`config.mk`:
```
export PLATFORM = sky130hd
export DESIGN_NAME = emu_ckpt_scan_ctrl
export DESIGN_NICKNAME = d
export VERILOG_FILES = /design/src/rtl/emu_ckpt_scan_ctrl.sv
export SDC_FILE = /design/constraint.sdc
export NUM_CORES = 1
export LEC_CHECK = 0
export ABC_CLOCK_PERIOD_IN_PS = 8750
export CORE_MARGIN = 2
export CORE_UTILIZATION = 45
export DETAILED_ROUTE_END_ITERATION = 8
export MAX_ROUTING_LAYER = met4
export PLACE_DENSITY = 0.65
export SYNTH_ARGS = -nofsm -noshare
export SYNTH_HDL_FRONTEND = slang
export SYNTH_SLANG_ARGS = --single-unit
```
`constraint.sdc`:
```
create_clock -name emu_host_clk -period 8.75 [get_ports emu_host_clk]
set_clock_uncertainty 0.15 [all_clocks]
set_input_delay 1.75 -clock emu_host_clk [delete_from_list [all_inputs] [get_ports emu_host_clk]]
set_output_delay 1.75 -clock emu_host_clk [all_outputs]
set_load 0.01 [all_outputs]
```
`src/rtl/emu_ckpt_scan_ctrl.sv`:
```
`default_nettype none
// ============================================================================
// Module      : emu_ckpt_scan_ctrl
// Description : Checkpoint scan sequencer for an emulated DUT. Pauses the DUT
//               clocks, walks the FF scan chain and then the RAM scan chain,
//               streaming chain words out (dump) or in (restore) over 64-bit
//               valid/ready streams.
// Ports       : emu_host_clk/emu_host_rst - clock, sync active-high reset
//               cmd_valid/cmd_dir/cmd_ready - start request (dir 1 = restore)
//               busy/done                   - status, done is a 1-cycle pulse
//               emu_pause, emu_ff_*         - DUT clock gate and FF chain
//               emu_ram_*                   - DUT RAM scan chain
//               out_valid/out_ready/out_data - dump stream
//               in_valid/in_ready/in_data    - restore stream
// Revision    : 1.0 - initial release
// ============================================================================
module emu_ckpt_scan_ctrl #(
    parameter int FF_WORDS  = 8,
    parameter int MEM_WORDS = 16,
    parameter int RAM_LAT   = 2,
    parameter int CNT_W     = 16
) (
    input  logic        emu_host_clk,
    input  logic        emu_host_rst,
    input  logic        cmd_valid,
    input  logic        cmd_dir,
    output logic        cmd_ready,
    output logic        busy,
    output logic        done,
    output logic        emu_pause,
    output logic        emu_ff_se,
    output logic        emu_ff_dir,
    output logic [63:0] emu_ff_sdi,
    input  logic [63:0] emu_ff_do,
    output logic        emu_ram_se,
    output logic        emu_ram_sd,
    output logic [63:0] emu_ram_di,
    input  logic [63:0] emu_ram_do,
    output logic        out_valid,
    input  logic        out_ready,
    output logic [63:0] out_data,
    input  logic        in_valid,
    output logic        in_ready,
    input  logic [63:0] in_data
);

    localparam logic [2:0] c_ST_IDLE     = 3'd0;
    localparam logic [2:0] c_ST_PAUSE    = 3'd1;
    localparam logic [2:0] c_ST_FF       = 3'd2;
    localparam logic [2:0] c_ST_RAM_PRE  = 3'd3;
    localparam logic [2:0] c_ST_RAM      = 3'd4;
    localparam logic [2:0] c_ST_RAM_POST = 3'd5;
    localparam logic [2:0] c_ST_RESUME   = 3'd6;

    localparam int c_PTR_W = (MEM_WORDS > 1) ? $clog2(MEM_WORDS) : 1;
    localparam int c_OCC_W = $clog2(MEM_WORDS + 1);

    localparam logic [CNT_W-1:0]   c_FF_LAST  = CNT_W'(FF_WORDS - 1);
    localparam logic [CNT_W-1:0]   c_MEM_LAST = CNT_W'(MEM_WORDS - 1);
    localparam logic [CNT_W-1:0]   c_PRE_LAST = CNT_W'(RAM_LAT - 1);
    localparam logic [c_PTR_W-1:0] c_PTR_LAST = c_PTR_W'(MEM_WORDS - 1);
    localparam logic [c_OCC_W-1:0] c_OCC_ONE  = c_OCC_W'(1);

    logic [2:0]         r_state;
    logic [2:0]         w_state_nxt;
    logic [CNT_W-1:0]   r_cnt;
    logic [CNT_W-1:0]   w_cnt_nxt;
    logic               r_dir;
    logic               r_done;
    logic               w_done_nxt;
    logic               w_beat;
    logic               w_push;
    logic               w_pop;

    // Dump-side RAM FIFO: the RAM chain cannot stall on read, so words are
    // buffered here while the output stream drains at its own pace.
    logic [63:0]        r_fifo [MEM_WORDS];
    logic [c_PTR_W-1:0] r_wptr;
    logic [c_PTR_W-1:0] r_rptr;
    logic [c_OCC_W-1:0] r_occ;

    assign done = r_done;

    always_comb begin
        w_state_nxt = r_state;
        w_cnt_nxt   = r_cnt;
        w_done_nxt  = 1'b0;
        w_beat      = 1'b0;
        w_push      = 1'b0;
        w_pop       = 1'b0;
        cmd_ready   = 1'b0;
        busy        = 1'b1;
        emu_pause   = 1'b1;
        emu_ff_se   = 1'b0;
        emu_ff_dir  = 1'b0;
        emu_ff_sdi  = '0;
        emu_ram_se  = 1'b0;
        emu_ram_sd  = 1'b0;
        emu_ram_di  = '0;
        out_valid   = 1'b0;
        out_data    = '0;
        in_ready    = 1'b0;

        case (r_state)
            c_ST_IDLE: begin
                cmd_ready = 1'b1;
                busy      = 1'b0;
                emu_pause = 1'b0;
                if (cmd_valid) begin
                    w_state_nxt = c_ST_PAUSE;
                end
            end

            // One quiet paused cycle so the gated clock settles before shifting.
            c_ST_PAUSE: begin
                w_cnt_nxt   = '0;
                w_state_nxt = c_ST_FF;
            end

            c_ST_FF: begin
                if (!r_dir) begin
                    // Loop-back shift: after FF_WORDS beats the chain is back
                    // in its original state.
                    out_valid = 1'b1;
                    out_data  = emu_ff_do;
                    emu_ff_se = out_ready;
                    w_beat    = out_ready;
                end else begin
                    emu_ff_dir = 1'b1;
                    emu_ff_sdi = in_data;
                    in_ready   = 1'b1;
                    emu_ff_se  = in_valid;
                    w_beat     = in_valid;
                end
                if (w_beat) begin
                    if (r_cnt == c_FF_LAST) begin
                        w_cnt_nxt   = '0;
                        w_state_nxt = (r_dir || (RAM_LAT == 0)) ? c_ST_RAM : c_ST_RAM_PRE;
                    end else begin
                        w_cnt_nxt = r_cnt + 1'b1;
                    end
                end
            end

            // Prime the RAM read pipeline; nothing is captured yet.
            c_ST_RAM_PRE: begin
                emu_ram_se = 1'b1;
                if (r_cnt == c_PRE_LAST) begin
                    w_cnt_nxt   = '0;
                    w_state_nxt = c_ST_RAM;
                end else begin
                    w_cnt_nxt = r_cnt + 1'b1;
                end
            end

            c_ST_RAM: begin
                if (!r_dir) begin
                    emu_ram_se = 1'b1;
                    w_push     = 1'b1;
                    out_valid  = (r_occ != '0);
                    out_data   = r_fifo[r_rptr];
                    w_pop      = out_valid && out_ready;
                    w_beat     = 1'b1;
                end else begin
                    emu_ram_sd = 1'b1;
                    emu_ram_di = in_data;
                    in_ready   = 1'b1;
                    emu_ram_se = in_valid;
                    w_beat     = in_valid;
                end
                if (w_beat) begin
                    if (r_cnt == c_MEM_LAST) begin
                        w_cnt_nxt   = '0;
                        w_state_nxt = c_ST_RAM_POST;
                    end else begin
                        w_cnt_nxt = r_cnt + 1'b1;
                    end
                end
            end

            c_ST_RAM_POST: begin
                if (!r_dir) begin
                    out_valid = (r_occ != '0);
                    out_data  = r_fifo[r_rptr];
                    w_pop     = out_valid && out_ready;
                    // Leave as soon as the last buffered beat is accepted.
                    if ((r_occ == '0) || ((r_occ == c_OCC_ONE) && out_ready)) begin
                        w_state_nxt = c_ST_RESUME;
                    end
                end else begin
                    // The RAM writes one step behind its input; this extra
                    // load cycle commits the final restored word.
                    emu_ram_se  = 1'b1;
                    emu_ram_sd  = 1'b1;
                    w_state_nxt = c_ST_RESUME;
                end
            end

            c_ST_RESUME: begin
                w_done_nxt  = 1'b1;
                w_state_nxt = c_ST_IDLE;
            end

            default: begin
                w_state_nxt = c_ST_IDLE;
            end
        endcase
    end

    always_ff @(posedge emu_host_clk) begin
        if (emu_host_rst) begin
            r_state <= c_ST_IDLE;
            r_cnt   <= '0;
            r_dir   <= 1'b0;
            r_done  <= 1'b0;
        end else begin
            r_state <= w_state_nxt;
            r_cnt   <= w_cnt_nxt;
            r_done  <= w_done_nxt;
            if ((r_state == c_ST_IDLE) && cmd_valid) begin
                r_dir <= cmd_dir;
            end
        end
    end

    always_ff @(posedge emu_host_clk) begin
        if (w_push) begin
            r_fifo[r_wptr] <= emu_ram_do;
        end
    end

    always_ff @(posedge emu_host_clk) begin
        if (emu_host_rst) begin
            r_wptr <= '0;
            r_rptr <= '0;
            r_occ  <= '0;
        end else begin
            if (w_push) begin
                r_wptr <= (r_wptr == c_PTR_LAST) ? '0 : r_wptr + 1'b1;
            end
            if (w_pop) begin
                r_rptr <= (r_rptr == c_PTR_LAST) ? '0 : r_rptr + 1'b1;
            end
            case ({w_push, w_pop})
                2'b10:   r_occ <= r_occ + 1'b1;
                2'b01:   r_occ <= r_occ - 1'b1;
                default: r_occ <= r_occ;
            endcase
        end
    end

endmodule
`default_nettype wire

```
After elaboration in Yosys (flattened, before gate mapping)

Memory sizes are Yosys's and may differ from the RTL's. A register that Yosys moved wholly into a read port is not among the register bits.
Index checks and enable logic that the tools add are counted.

Add/sub/neg operators: 5
Reduce and logical (&&, ||, !) cells: 13
Equal/unequal tests: 21
Muxes and demuxes: 48

Operators with widths:

| operator              | count |
|---|---|
| $mux 64               | 5 |
| $pmux 64 s2           | 1 |
| $mux 16               | 5 |
| $pmux 16 s4           | 1 |
| $mux 3                | 9 |
| $mux 1                | 19 |
| $pmux 3 s6            | 1 |
| $add 16x1->16 const B | 1 |
| $eq 16x1->1 const B   | 1 |
| $eq 16x3->1 const B   | 1 |
| $eq 16x4->1 const B   | 1 |
| $mux 4                | 4 |
| $ne 2x2->1 const B    | 6 |
| $pmux 5 s2            | 1 |
| $eq 3x3->1 const B    | 3 |
| $add 4x1->4 const B   | 2 |
| $eq 4x4->1 const B    | 2 |
| $reduce_and 7->1      | 1 |
| $eq 3x2->1 const B    | 2 |
| $add 5x1->5 const B   | 1 |
| $eq 5x1->1 const B    | 1 |
| $logic_not 5->1       | 1 |
| $reduce_bool 5->1     | 1 |
| $sub 5x1->5 const B   | 1 |
| 13 further kinds      | 16 |

Word-level logic and storage cells: 95
Input port bits: 198
Memory bits (writable): 1024
Flip-flop bits (word level): 34
Memories: 1
Output and inout port bits: 202

Memory list:

| memory | depth | bits a word | rd ports | clocked after Yosys merged registers in | write ports | RTL line | source |
|---|---|---|---|---|---|---|---|
| r_fifo | 16    | 64          | 1        | 1                                       | 1           | 77       | `logic [63:0] r_fifo [MEM_WORDS];` |

Logic depth before layout (Yosys ltp)

Gate-level depths: netlist (run 1).

Depth in word-level cells: 6
Depth in mapped cells: 10

Worst setup path after synthesis (run 1)

No wires, ideal clock.

Path type: flip-flop to flip-flop
Start point: reg r_state[1]
End point: mem r_fifo[3][0] (enable)
Setup time: 564 ps
Clock period less this slack: 6486 ps
Stages on the path, launching flop included: 6
Slack: 2264 ps
Data required time: 8036 ps
Arrival: 5771 ps
Path through: dfxtp_1 -> buf_4 -> or3b_2 -> nor2_1 -> nand2_1 -> nor3_1

Word-level cells in the longest chain between the ends: 4

Ends and longest elaborated chain:

| element                      | RTL line | source |
|---|---|---|
| start, declared              | 64       | `logic [2:0] r_state;` |
| start signal, assigned       | 212      | `r_state <= c_ST_IDLE;` |
| start signal, assigned       | 217      | `r_state <= w_state_nxt;` |
| $eq 3x3->1                   | 104      | `case (r_state)` |
| $mux 1                       | 104      |  |
| $mux 1                       | 227      | `if (w_push) begin` |
| $mux 1 (implied by the code) | 228      | `r_fifo[r_wptr] <= emu_ram_do;` |
| end, declared                | 77       |  |

Every way passes these cells.

==> flow_summary.toml, run 1 <==
[logic_synthesis]
synth-seq-area-share = 0.748
synthTopCellsByCount = "edfxtp_1 (1,024), mux4_2 (320), and2_1 (130), a22o_1 (64), clkbuf_1 (57)"
synth_area_leaders = "edfxtp_1 (73%), mux4_2 (17%), and2_1 (1.9%)"
ys_ff_latch = 1062
ys_warn_count = 0
yosysMostFrequentCell = "edfxtp_1"
yosys.area.top_type_share = 0.730
avgSynthCellArea_sq_um = 22.0
syn_area_sq_mm = 0.0421
synthCells = 1919
ys_types = 54
synth_ff_type = "edfxtp_1"
yosysTopAreaCell = "edfxtp_1"
synthArstFlopShare = 0
synth_enable_flop_cells = 1024
syn-num-nets = 2129

[timing]
slew_viol_final = 0
tightest_slew_ps = 1220
setup-tns-final_ps = 0
fin_crit_sh = 0.664
setup_viol = 0
clock.fmax_mhz = 172
grt_setup_unrepaired = "no"
max_slew_margin = 0.185
timing.final.crit_period_ps = 5810
hold_viol_final = 0

[clock_tree]
ctsLongestPathBuffers = 3
clkSlewWorstSetupHoldPaths_ps = 60
postCtsSetupRepairBufs = 0
clock_sinks = 1062
clk_latency_ps = 670
cts_resized = 0
cts.htree.levels = 3
cts_buffers = 104
cts_tree = "built"
hold_buffers = 0
root_buffer = "clkbuf_16"

[floorplan]
design.die.area_sq_mm = 0.0961
rows = 112
dieHeight_um = 310
core-area_sq_mm = 0.0930
ios = 400
start_util = 0.453
die_w_um = 310

[routing]
firstDrtPassIters = 6
drc = 0
viasPerCell = 5.69
post_drt_wl_per_cell_um = 27.3
ant_nets = 0
drt_iter0_drc = 1885
finalWirelength_um = 101000
num_vias = 21100

[setup_path]
worst-setup-path-type = "reg -> out"
start_kind = "flop"
cp.arrival_ps = 3910
cp_max_fo = 38
end_kind = "output port"
critical_path_required_ps = 6850
r2r-start = "r_state[0]$_SDFFE_PP0P_"

[run]
max-cap-violations = 0

[grt]
grt_use_met1 = 0.270
antenna_found_initial = 16
global_route.usage.met2 = 0.365
met3_usage = 0.0453
grt_pass1_wl_um = 145000
grtUsageTotal = 0.217
gr-max-usage-layer = "met2"
grt_overflow_total = 0
grt_max_degree = 121
grt_pass1_vias = 21400

[placed_design]
io_buffer_count = 399
place_area_sq_mm = 0.0475
globalplace.congestion = 0.781
hpwl_um = 54600

[cells_and_area]
syn_to_final_growth_pct = 21.0
utilization = 0.548
final_nets = 2565
design_area_sq_mm = 0.0510
layout-drive-gt1-share = 0.219

[power]
total_power_mw = 10.8
p_leak_nw = 15.5
power.density_mw_per_mm2 = 213
vdd_drop_max_uv = 162

[hold_path]
worst_hold_startpoint = "r_cnt[1]$_SDFFE_PP0P_"
hold_path_class = "reg -> reg"

[outcome]
status = "completed"
per-layer routing:
layer	up-vias	routed length, um
met5	-	0
met4	0	2040
met3	149	7400
met2	782	52000
met1	11200	39700
li1	8972	-
area by class of cell:
cell class                      count  area [sq um]
Fill cell                        7081         42000
Sequential cell                  1062         31500
Multi-Input combinational cell    734         10100
Timing Repair Buffer              438          4320
Clock buffer                      127          2730
Tap cell                         1254          1570
Clock inverter                     62           703
Inverter                           15          56.3
Antenna cell                       16          40.0
sequential cells by signal (all words and copies together), names as in the netlist, named ones only:
signal and flops:
r_state 3, r_occ 5, r_wptr 4, r_rptr 4, done 1, r_dir 1
r_fifo 1024, r_cnt 16
cells by family after synthesis:
kind of cell             after synthesis  share of synthesized area
AO/OA/AOI/OAI                        129                     0.0231
XOR/XNOR                              13                    0.00270
adder cells (fa/ha/maj)               12                    0.00356
buffers and inverters                123                     0.0166
flip-flops                          1062                      0.748
multiplexers                         324                      0.172
AND/OR/NAND/NOR                      256                     0.0343
critical path, stage by stage, from the launching register on:
cell and delay (ps):
dfxtp_4 810, buf_4 920, mux4_2 610, a22o_1 240, clkdlybuf4s50_1 580
final timing paths:
path / end / slack, ps / cells past startpoint
setup / recovery: out_data[5] / 2940 / 4
hold reg to reg: r_cnt[1]$_SDFFE_PP0P_ / 350 / 2
hold / removal: r_cnt[1]$_SDFFE_PP0P_ / 350 / 2
setup reg to reg: r_fifo[13][34]$_DFFE_PP_ / 4390 / 6
cells in the final DEF (no fill, tap or decap), drive strengths merged, types with 8 or more instances in the layout:
cell / count
edfxtp: 1024
clkdlybuf4s50: 399
mux4: 320
and2: 130
clkbuf: 127
a22o: 64
clkinv: 41
buf: 39
dfxtp: 38
nor2: 38
nand2: 28
a21oi: 22
inv: 21
diode: 16
bufinv: 14
o21ai: 14
ha: 12
nand3: 11
xor2: 11
or3: 8
report_power, final:
part	switching [mW]	internal, mW	total (mW)
Sequential	0.0262	5.60	5.62
Combinational	0.367	0.357	0.725
Clock	1.86	2.63	4.49
Total	2.25	8.59	10.8
metrics by stage:
step | setup WS (ps) | hold WS (ps) | cells
finish | 2940 | 348 | 3708
detailed placement | 3450 | 338 | 3503
CTS | 2770 | 347 | 3692
global placement | 3420 | 324 | 3503
floorplan | 2260 | 307 | 1919
global route | 2670 | 380 | 3707
No activity file was read; power rests on OpenSTA's default activity.
==> run 2, diff against run 1 <==
ABC_CLOCK_PERIOD_IN_PS = 5100   (was 8750)
PLACE_DENSITY = 0.68   (was 0.65)
clock period = 5.1 ns   (was 8.75 ns; I/O delays follow)
==> run 2 against run 1 <==
Against the previous run: clock power grew 65%; worst hold slack worse by 4.3 ps; global-route usage is 0.42 points higher; via count increased by 0.73%; final cell count increased by 0.35%; worst setup slack worse by 2500 ps; highest routed layer unchanged.
==> flow_summary.toml, run 2 (synthesis results as in run 1) <==
[outcome]
status = "completed"

[timing]
timing.final.crit_period_ps = 4630
setup-tns-final_ps = 0
tightest_slew_ps = 1110
grt_setup_unrepaired = "no"
fin_crit_sh = 0.908
hold_viol_final = 0
hold_ws_ps = 343
clock.fmax_mhz = 216
slew_viol_final = 0
setup_slack_ps = 472
setup_viol = 0
max_slew_margin = 0.258

[setup_path]
cpMaxStageDelayCell = "dfxtp_4"
end_kind = "output port"
critical_path_required_ps = 3930
cp.arrival_ps = 3460
worst-setup-path-type = "reg -> out"
start_kind = "flop"
crit_buf_inv = 2
cp_common_cell = "mux4_2"
r2r_slack_ps = 1440
crit_family = "buffers and inverters"
critPathMaxStageDelay_ps = 590
path_cells = "buf_12 > mux4_2 > mux4_2 > a22o_1 > clkdlybuf4s50_1"
cp_max_fo = 87

[routing]
met2_length_um = 52800
num_vias = 21200
drt_iter0_drc = 2012
viasPerCell = 5.71
firstDrtPassIters = 5
top_layer = "met4"
met3_length_um = 7070
met1Wirelength_um = 41100
finalWirelength_um = 103000
post_drt_wl_per_cell_um = 27.8
drc = 0
ant_nets = 0

[grt]
grt_overflow_total = 0
grt_pass1_vias = 21700
grt_pass1_wl_um = 148000
antenna_found_initial = 17
grtUsageTotal = 0.221
grt_max_degree = 93

[cells_and_area]
layout_commonest_cell = "edfxtp_1"
fill_cells = 7001
layout_common_cells = "edfxtp_1 (1,024), clkdlybuf4s50_1 (399), mux4_2 (320)"
seqCellArea_sq_mm = 0.0315
multi_input_area_sq_mm = 0.0101
stdcell_count = 3721
design_area_sq_mm = 0.0513
final_nets = 2585
utilization = 0.551
biggestRegsByFlops = "r_fifo x1024, r_cnt x16, r_occ x5"
layout-drive-gt1-share = 0.221
syn_to_final_growth_pct = 21.7
largest_register_ffs = 1024
largest_register = "r_fifo"

[clock_tree]
clkSlewWorstSetupHoldPaths_ps = 60
postCtsSetupRepairBufs = 0
cts_resized = 0
cts_buffers = 105
clock_sinks = 1062
hold_buffers = 0
root_buffer = "clkbuf_16"
ctsLongestPathBuffers = 3
cts.htree.levels = 3
cts_tree = "built"
clk_latency_ps = 670

[placed_design]
pre_cts_ws_ps = 1150
place_inst = 3522
place_area_sq_mm = 0.0479
io_buffer_count = 399
globalplace.congestion = 0.783
hpwl_um = 59800

[floorplan]
ios = 400
design.die.area_sq_mm = 0.0961
rows = 112
die_w_um = 310
core-area_sq_mm = 0.0930
dieHeight_um = 310
start_util = 0.453

[power]
vdd_drop_max_uv = 270
power.density_mw_per_mm2 = 358
p_leak_nw = 15.6
total_power_mw = 18.3

[hold_path]
hold_path_class = "reg -> reg"

[run]
max-cap-violations = 0
-- run 2: cell count changes in the layout (fill, tap and decap cells not counted), moves of 5 or more --
cell,change
diode_2,-8
clkbuf_1,+6
clkinv_1,+5
buf_12,+20
bufinv_16,-7
-- run 2: area by class of cell --
cell class	instances	share of cell area
Inverter	15	0.00110
Antenna cell	8	0.000390
Sequential cell	1062	0.615
Timing Repair Buffer	457	0.0920
Clock buffer	137	0.0557
Clock inverter	54	0.00869
Tap cell	1254	0.0306
Multi-Input combinational cell	734	0.197
-- run 2: worst register-to-register path, cell delays in order, from the launching register on --
cell and delay (ps):
dfxtp_1 510, or3b_2 560, nor2_1 450, nand2_1 390
nor2_4 830, buf_4 440
-- run 2: report_power, final --
| group | internal (mW) | total, mW | leakage [nW] | switching [mW] |
|---|---|---|---|---|
| combinational | 0.631 | 1.27 | 4.48 | 0.641 |
| clock | 4.28 | 7.43 | 1.60 | 3.15 |
| sequential | 9.60 | 9.65 | 9.51 | 0.0451 |
| total | 14.5 | 18.3 | 15.6 | 3.84 |
-- run 2: worst paths after layout --
check	from	to	cells past startpoint
setup / recovery	flop	out_data[45]	5
hold / removal	r_cnt[1]$_SDFFE_PP0P_	r_cnt[1]$_SDFFE_PP0P_	2
setup reg to reg	r_state[0]$_SDFFE_PP0P_	r_fifo[8][0]$_DFFE_PP_	5
hold reg to reg	r_cnt[1]$_SDFFE_PP0P_	r_cnt[1]$_SDFFE_PP0P_	2
-- run 2: layer usage --
metal / vias up / track usage
li1: 9002 / -
met1: 11300 / 0.280
met2: 826 / 0.372
met3: 139 / 0.0387
met4: 0 / 0.0567
met5: - / -
==> run 3, diff against run 2 <==
CORE_UTILIZATION = 47   (was 45)
PLACE_DENSITY = 0.7   (was 0.68)
==> run 3 against run 2 <==
Against the previous run: worst setup slack worse by 85 ps; clock power about the same; final cell count is 2.4% lower; critical path type unchanged; utilization is 2.7 points higher; sequential share of layout area barely moved; non-clock buffer count decreased by 2; maximum frequency shrank 1.8%; power about the same; count of clock-buffer cells in the layout decreased by 6; via count increased by 0.87%.
==> flow_summary.toml, run 3 (synthesis results as in run 1) <==
[outcome]
status = "completed"

[cells_and_area]
largest_register_ffs = 1024
seqCellArea_sq_mm = 0.0315
stdcell_count = 3631
layout_commonest_cell = "edfxtp_1"
final_nets = 2580
biggestRegsByFlops = "r_fifo x1024, r_cnt x16, r_occ x5"
utilization = 0.578
layout-drive-gt1-share = 0.222
fill_cells = 6330
layout_common_cells = "edfxtp_1 (1,024), clkdlybuf4s50_1 (399), mux4_2 (320)"
syn_to_final_growth_pct = 21.6
design_area_sq_mm = 0.0512
multi_input_area_sq_mm = 0.0101
largest_register = "r_fifo"

[setup_path]
crit_buf_inv = 2
cp_max_fo = 29
critPathMaxStageDelay_ps = 580
critical_path_required_ps = 3930
cp.arrival_ps = 3540
crit_family = "multiplexers"
path_cells = "buf_4 > mux4_2 > mux4_2 > a22o_1 > clkdlybuf4s50_1"
start_kind = "flop"
cp_common_cell = "mux4_2"
end_kind = "output port"
worst-setup-path-type = "reg -> out"
cpMaxStageDelayCell = "mux4_2"

[placed_design]
pre_cts_ws_ps = 1030
place_area_sq_mm = 0.0479
place_inst = 3431
io_buffer_count = 399
globalplace.congestion = 0.825
hpwl_um = 57200

[floorplan]
start_util = 0.475
dieHeight_um = 303
core-area_sq_mm = 0.0886
design.die.area_sq_mm = 0.0921
ios = 400
die_w_um = 303
rows = 109

[routing]
drc = 0
ant_nets = 0
drt_iter0_drc = 2029
num_vias = 21400
finalWirelength_um = 102000
firstDrtPassIters = 5
post_drt_wl_per_cell_um = 28.1
viasPerCell = 5.90

[power]
vdd_drop_max_uv = 285
total_power_mw = 18.3
power.density_mw_per_mm2 = 358
p_leak_nw = 15.6

[timing]
fin_crit_sh = 0.924
grt_setup_unrepaired = "no"
hold_viol_final = 0
setup_viol = 0
max_slew_margin = 0.221
clock.fmax_mhz = 212
tightest_slew_ps = 1170
hold_ws_ps = 351
setup_slack_ps = 387
timing.final.crit_period_ps = 4710
slew_viol_final = 0
setup-tns-final_ps = 0

[clock_tree]
cts_buffers = 102
clk_latency_ps = 670
ctsLongestPathBuffers = 3
hold_buffers = 0
clkSlewWorstSetupHoldPaths_ps = 60
clock_sinks = 1062
postCtsSetupRepairBufs = 0
cts.htree.levels = 3
cts_tree = "built"
root_buffer = "clkbuf_16"
cts_resized = 0

[grt]
grt_pass1_wl_um = 147000
grt_max_degree = 79
grtUsageTotal = 0.229
grt_overflow_total = 0
grt_pass1_vias = 21600
antenna_found_initial = 18

[run]
max-cap-violations = 0

[hold_path]
hold_path_class = "reg -> reg"
[run 3: per-layer routing]
| layer | vias up | wire [um] | global-route usage |
|---|---|---|---|
| li1 | 9012 | - | - |
| met1 | 11300 | 39700 | 0.295 |
| met4 | 0 | 1850 | 0.0567 |
| met5 | - | 0 | - |
| met2 | 961 | 52600 | 0.380 |
| met3 | 115 | 8120 | 0.0425 |
[run 3: layout make-up]
class	count	area share
flip-flops and latches	1062	0.615
clock buffers	131	0.0528
inverters	15	0.00110
diodes	15	0.000733
multi-input cells	734	0.197
repair buffers	455	0.0935
clock inverters	54	0.0112
well taps	1165	0.0285
[run 3: worst paths after layout]
check / start / end / slack (ps) / depth (start not counted)
hold / removal: r_cnt[1]$_SDFFE_PP0P_ / r_cnt[1]$_SDFFE_PP0P_ / 350 / 2
setup / recovery: flop / out_data[47] / 390 / 5
setup reg to reg: r_state[0]$_SDFFE_PP0P_ / r_fifo[0][36]$_DFFE_PP_ / 1400 / 5
hold reg to reg: r_cnt[1]$_SDFFE_PP0P_ / r_cnt[1]$_SDFFE_PP0P_ / 350 / 2
[run 3: where the power goes]
part	internal (mW)	total, mW	switching (mW)
clock	4.26	7.43	3.17
sequential	9.60	9.65	0.0455
combinational	0.628	1.26	0.633
total	14.5	18.3	3.85
[run 3: tightest hold or removal path, stage by stage, from the launching register on]
cell and delay [ps]:
dfxtp_1 330, nand2_1 60, a21oi_1 60
